$ cat config.mk
export PLATFORM = sky130hd
export DESIGN_NAME = ddr_port_arbiter
export DESIGN_NICKNAME = d
export VERILOG_FILES = /design/src/rtl/ddr_port_arbiter.sv
export SDC_FILE = /design/constraint.sdc
export NUM_CORES = 1
export LEC_CHECK = 0
export CAP_MARGIN = 30
export CORE_ASPECT_RATIO = 0.5
export CORE_MARGIN = 1.5
export CORE_UTILIZATION = 42
export DETAILED_ROUTE_END_ITERATION = 10
export GPL_TIMING_DRIVEN = 0
export PLACE_DENSITY = 0.92
export SLEW_MARGIN = 5
export SYNTH_ARGS = -nofsm -noshare
export SYNTH_HDL_FRONTEND = slang
export SYNTH_SLANG_ARGS = --single-unit
$ cat constraint.sdc
create_clock -name clk -period 2.4 [get_ports clk]
set_input_delay 0.48 -clock clk [delete_from_list [all_inputs] [get_ports clk]]
set_output_delay 0.48 -clock clk [all_outputs]
set_load 0.03 [all_outputs]
$ cat src/rtl/ddr_port_arbiter.sv
// ddr_port_arbiter: shares one MCB command port between a read requester
// (display line fetcher) and a write requester (pixel writer).
// One command per grant; reads have priority. Defining ARB_WR_FAIRNESS_EN
// adds a streak counter that forces a pending write in after MAX_RD_STREAK
// consecutive read grants.
module ddr_port_arbiter #(
  parameter int MAX_RD_STREAK = 4,
  parameter int DONE_TIMEOUT  = 1023
) (
  input  logic        clk,
  input  logic        reset_n,
  input  logic        mem_calib_done,
  input  logic        cmd_full,
  input  logic        rd_req,
  input  logic [5:0]  rd_bl,
  input  logic [29:0] rd_addr,
  input  logic        rd_done,
  output logic        rd_grant,
  input  logic        wr_req,
  input  logic [5:0]  wr_bl,
  input  logic [29:0] wr_addr,
  input  logic        wr_done,
  output logic        wr_grant,
  output logic [2:0]  cmd_instr,
  output logic [5:0]  cmd_bl,
  output logic [29:0] cmd_byte_addr,
  output logic        cmd_en,
  output logic        calib_ok,
  output logic        timeout_err
);

  typedef enum logic [1:0] {CALIB, IDLE, ISSUE, WAIT_DONE} state_t;

  // Parameter range guards, evaluated at elaboration.
  if (MAX_RD_STREAK < 1 || MAX_RD_STREAK > 15) begin : g_bad_streak
    $error("MAX_RD_STREAK out of range 1..15");
  end
  if (DONE_TIMEOUT < 1 || DONE_TIMEOUT > 65535) begin : g_bad_timeout
    $error("DONE_TIMEOUT out of range 1..65535");
  end

  localparam logic [15:0] TMO_LAST = 16'(DONE_TIMEOUT - 1);

  state_t      state_q, state_d;
  logic        calib_meta;
  logic [15:0] tcnt_q;
  logic        gnt_rd, gnt_wr, fire, fin, tmo, fair;

`ifdef ARB_WR_FAIRNESS_EN
  logic [3:0] streak_q;
  assign fair = (streak_q == 4'(MAX_RD_STREAK)) && wr_req;

  // Streak of read grants made while a write was waiting.
  always_ff @(posedge clk or negedge reset_n) begin
    if (!reset_n)                        streak_q <= '0;
    else if (gnt_wr)                     streak_q <= '0;
    else if (state_q == IDLE && !wr_req) streak_q <= '0;
    else if (gnt_rd && wr_req)           streak_q <= streak_q + 4'd1;
  end
`else
  assign fair = 1'b0;
`endif

  // Two-flop synchroniser for the asynchronous calibration flag.
  always_ff @(posedge clk or negedge reset_n) begin
    if (!reset_n) begin
      calib_meta <= 1'b0;
      calib_ok   <= 1'b0;
    end else begin
      calib_meta <= mem_calib_done;
      calib_ok   <= calib_meta;
    end
  end

  // State register.
  always_ff @(posedge clk or negedge reset_n) begin
    if (!reset_n) state_q <= CALIB;
    else          state_q <= state_d;
  end

  // Next-state logic and per-cycle control strobes.
  always_comb begin
    state_d = state_q;
    gnt_rd  = 1'b0;
    gnt_wr  = 1'b0;
    fire    = 1'b0;
    fin     = 1'b0;
    tmo     = 1'b0;
    case (state_q)
      CALIB:     if (calib_ok) state_d = IDLE;
      IDLE: begin
        if (fair)        gnt_wr = 1'b1;
        else if (rd_req) gnt_rd = 1'b1;
        else if (wr_req) gnt_wr = 1'b1;
        if (gnt_rd || gnt_wr) state_d = ISSUE;
      end
      ISSUE: if (!cmd_full) begin
        fire    = 1'b1;
        state_d = WAIT_DONE;
      end
      WAIT_DONE: begin
        // Done from the requester that does not own the port is ignored.
        if ((rd_grant && rd_done) || (wr_grant && wr_done)) fin = 1'b1;
        else if (tcnt_q == TMO_LAST) begin
          tmo = 1'b1;
          fin = 1'b1;
        end
        if (fin) state_d = IDLE;
      end
      default: state_d = CALIB;
    endcase
  end

  // Grant, command fields, strobe, timeout counter and sticky error.
  always_ff @(posedge clk or negedge reset_n) begin
    if (!reset_n) begin
      rd_grant      <= 1'b0;
      wr_grant      <= 1'b0;
      cmd_instr     <= 3'b000;
      cmd_bl        <= '0;
      cmd_byte_addr <= '0;
      cmd_en        <= 1'b0;
      tcnt_q        <= '0;
      timeout_err   <= 1'b0;
    end else begin
      cmd_en <= fire;
      if (gnt_rd || gnt_wr) begin
        rd_grant      <= gnt_rd;
        wr_grant      <= gnt_wr;
        cmd_instr     <= gnt_rd ? 3'b001 : 3'b000;
        cmd_bl        <= gnt_rd ? rd_bl : wr_bl;
        cmd_byte_addr <= (gnt_rd ? rd_addr : wr_addr) & ~30'h3;
      end
      if (fin) begin
        rd_grant <= 1'b0;
        wr_grant <= 1'b0;
      end
      if (fire)                        tcnt_q <= '0;
      else if (state_q == WAIT_DONE)   tcnt_q <= tcnt_q + 16'd1;
      if (tmo) timeout_err <= 1'b1;
    end
  end

endmodule

==> key figures <==
Clocking
  – Clock sinks: 59
  – CTS max path bufs: 2
  – CTS tree: yes
  – Post-cts sizing count: 0
  – Post-CTS setup buffer count: 0
  – # hold bufs at CTS: 0
  – Cts bufs inserted: 9
  – Clock root buffer: clkbuf_16
  – Reg clk slew, reported paths: 0.05 ns
  – H-tree levels: 3
  – Clk_lat worst skew: 0.33 ns

Timing
  – Setup violators final: 0
  – RSZ-0062 raised after global routing: no
  – Minimum clock period: 2.18 ns
  – Final Hold Fails: 0
  – Clk_skew: approximately 0.0074 ns
  – Slew HR: 0.376
  – Post-Route Setup TNS: 0 ns
  – Worst Max-Slew Pin Slew: 0.927 ns
  – Final Max Tran Viols: 0
  – Max Freq: 460 MHz
  – Tcrit/Tclk final: 0.907

Worst setup path
  – Crit Path Category: flop to flop
  – Arr. time, crit path: 2.39 ns
  – Worst setup EP type: flop
  – CP Max Fanout: 8
  – Startpoint types: flop
  – Worst EP required: 2.61 ns

Placed design
  – Detailed Place HPWL: 5460 um
  – Buffers on Ports: around 120
  – Routability cong.: 0.838

Power and ir drop
  – PwrDens: around 1200 nW/um^2
  – Leak: about 0.002 uW
  – Total power: 5160 uW
  – Worst IR drop on VDD: 459 uV

Floorplan
  – Initial Utilization: 0.452
  – Die area: 7330 um^2
  – Site Rows: 20
  – Core area: 6310 um^2
  – DIE WIDTH: 120 um
  – Die Height: 61.3 um
  – # IOs: around 120

Synthesis
  – Synth cell types: 38
  – Cells after Synth: 277
  – Yosys warns: 0
  – Syn Std Cell Area: 2850 um^2
  – Mean post-synth cell area: ~10 um^2
  – Seq/Total Area, Yosys: 0.518
  – Yosys reg bits: 59

Cells and area
  – Antenna cells: 0
  – Fillcell total: 494
  – Share of cells above drive strength 1: 0.0707
  – Fin util: 0.695
  – Nets: 494
  – Area delta synth->final: 53.7%

Detailed routing
  – ANT nets after route: 0
  – 1st-iter DRT viols: about 100
  – WL/cell: 15.3 um
  – Via count: approximately 2.5k
  – Final wirelength: between 7000 and 8000 um
  – Vias per cell: between 5 and 6
  – DRC: 0
  – Drt first pass iters: 6

Global routing
  – Pin count of the biggest net entering global routing: 36
  – Global-route wire length before repair: between 10000 and 15000 um
  – Vias in the first global route: 2499
  – All-Layer GR Usage: 0.217
  – Initial antenna violation count: 0
  – Gr ovfl total: 0

Run status
  – Outcome: completed

Worst hold path
  – Worst min path class: input port to async pin

Flow run
  – Max_cap viols: 0
## path summary, 6_finish.rpt
path	startpoint	to	slack, ns	cells after the start
max	state_q[0]	tcnt_q[13]	0.22	6
min	reset_n	state_q[1]	0.14	1
max reg2reg	state_q[0]	tcnt_q[13]	0.22	6
min reg2reg	calib_meta	calib_ok	0.35	0
max in group asynchronous	reset_n	cmd_bl[2]	1.67	2
min in group clk	calib_meta	calib_ok	0.35	0
## state kept, by name, summed over array words and instances (netlist names)
signal         count
timeout_err        1
tcnt_q            16
cmd_byte_addr     28
calib_ok           1
rd_grant           1
cmd_instr          1
cmd_en             1
calib_meta         1
state_q            2
cmd_bl             6
wr_grant           1
## where the power goes
group / internal (uW) / leakage [uW] / total, uW / switching, uW
clock network: 685 / 0.000117 / 1080 / 397
registers: 1390 / 0.000743 / 1660 / 269
logic: 1050 / 0.00115 / 2420 / 1380
total: 3120 / 0.00201 / 5160 / 2040
## through the flow
step	instances	hold WS (ns)	setup slack, ns	cell area [um^2]
after global routing	498	0.182	0.0672	4380
after CTS	498	0.157	0.227	4380
after floorplan	280	0.184	0.492	2860
final	498	0.144	0.224	4380
after global placement	483	0.336	-0.998	4130
after detailed placement	484	0.335	0.141	4140
## layer usage
metal,vias up,track usage,part of all wire
li1,1206,-,-
met1,1215,0.240,0.40
met2,73,0.388,0.51
met3,20,0.0861,0.059
met4,0,0.0935,0.029
met5,-,0,0
## final cells by class
type / count / area [um^2] / area share
Buffer: 18 / 91.3 / 0.0208
Clock buffer: 14 / 244 / 0.0557
Inverter: 8 / 30.0 / 0.00685
Multi-Input combinational cell: 195 / 1270 / 0.289
Sequential cell: 59 / 1480 / 0.337
Tap cell: 88 / 110 / 0.0251
Timing Repair Buffer: 116 / 1170 / 0.266
## logic make-up (layout without fill, tap and decap cells)
family,count (synthesis),in the layout,synth area share
simple gates,84,84,0.145
flops,59,59,0.518
compound gates,54,54,0.105
mux,37,37,0.130
buf+inv,26,156,0.0425
xor+xnor,9,9,0.0276
fa+ha+maj,7,7,0.0307
other cells,1,4,0.00131
## placed cells by master (no fill, tap or decap), types with 3 or more instances in the layout
cell             instances
conb_1                   4
nor2_1                  14
buf_2                    5
nor3_1                   4
xor2_1                   4
clkdlybuf4s50_1        114
nand2_1                 42
or4b_1                   3
nand4_1                  4
mux2i_1                 36
ha_1                     7
clkbuf_16                9
xnor2_1                  5
a21oi_1                  8
a31o_2                   3
inv_1                    7
buf_4                    5
o21ai_0                 37
clkbuf_1                13
dfrtp_1                 59
## worst max-delay path: stages, from the launching register on
cell,delay (ns)
dfrtp_1,0.41
ha_1,0.18
buf_4,0.16
nand3_1,0.18
nor4_1,0.74
a21oi_1,0.14
a31o_2,0.25
## synthesized netlist by cell type
| master | number | area (um^2) |
|---|---|---|
| a221oi_1 | 1 | 8.76 |
| o21bai_1 | 1 | 7.51 |
| buf_2 | 4 | 20.0 |
| a31o_2 | 3 | 26.3 |
| ha_1 | 7 | 87.6 |
| nand3_4 | 1 | 17.5 |
| mux2_2 | 1 | 11.3 |
| a21oi_1 | 8 | 40.0 |
| buf_1 | 1 | 3.75 |
| o21ai_0 | 37 | 185 |
| or3_1 | 2 | 12.5 |
| xnor2_1 | 5 | 43.8 |
| buf_4 | 5 | 37.5 |
| nor4_1 | 2 | 12.5 |
| and3_1 | 2 | 12.5 |
| nand2b_1 | 2 | 12.5 |
| a21boi_2 | 1 | 11.3 |
| nor3b_1 | 1 | 7.51 |
| a22oi_1 | 1 | 7.51 |
| and2_1 | 1 | 6.26 |
| a21o_1 | 1 | 7.51 |
| conb_1 | 1 | 3.75 |
| or4_4 | 2 | 22.5 |
| nand4_1 | 4 | 25.0 |
| mux2i_1 | 36 | 360 |
| nor2_1 | 14 | 52.6 |
| dfrtp_1 | 59 | 1480 |
| o21ai_1 | 1 | 5.00 |
| nor3_1 | 4 | 20.0 |
| or4b_1 | 3 | 30.0 |
| xor2_1 | 4 | 35.0 |
| nand2_1 | 42 | 158 |
| clkinv_1 | 1 | 3.75 |
| or3_2 | 1 | 7.51 |
| clkbuf_1 | 8 | 30.0 |
| nand3b_1 | 1 | 7.51 |
| inv_1 | 7 | 26.3 |
| nand3_1 | 2 | 10.0 |
(Power assumes the default switching activity.)
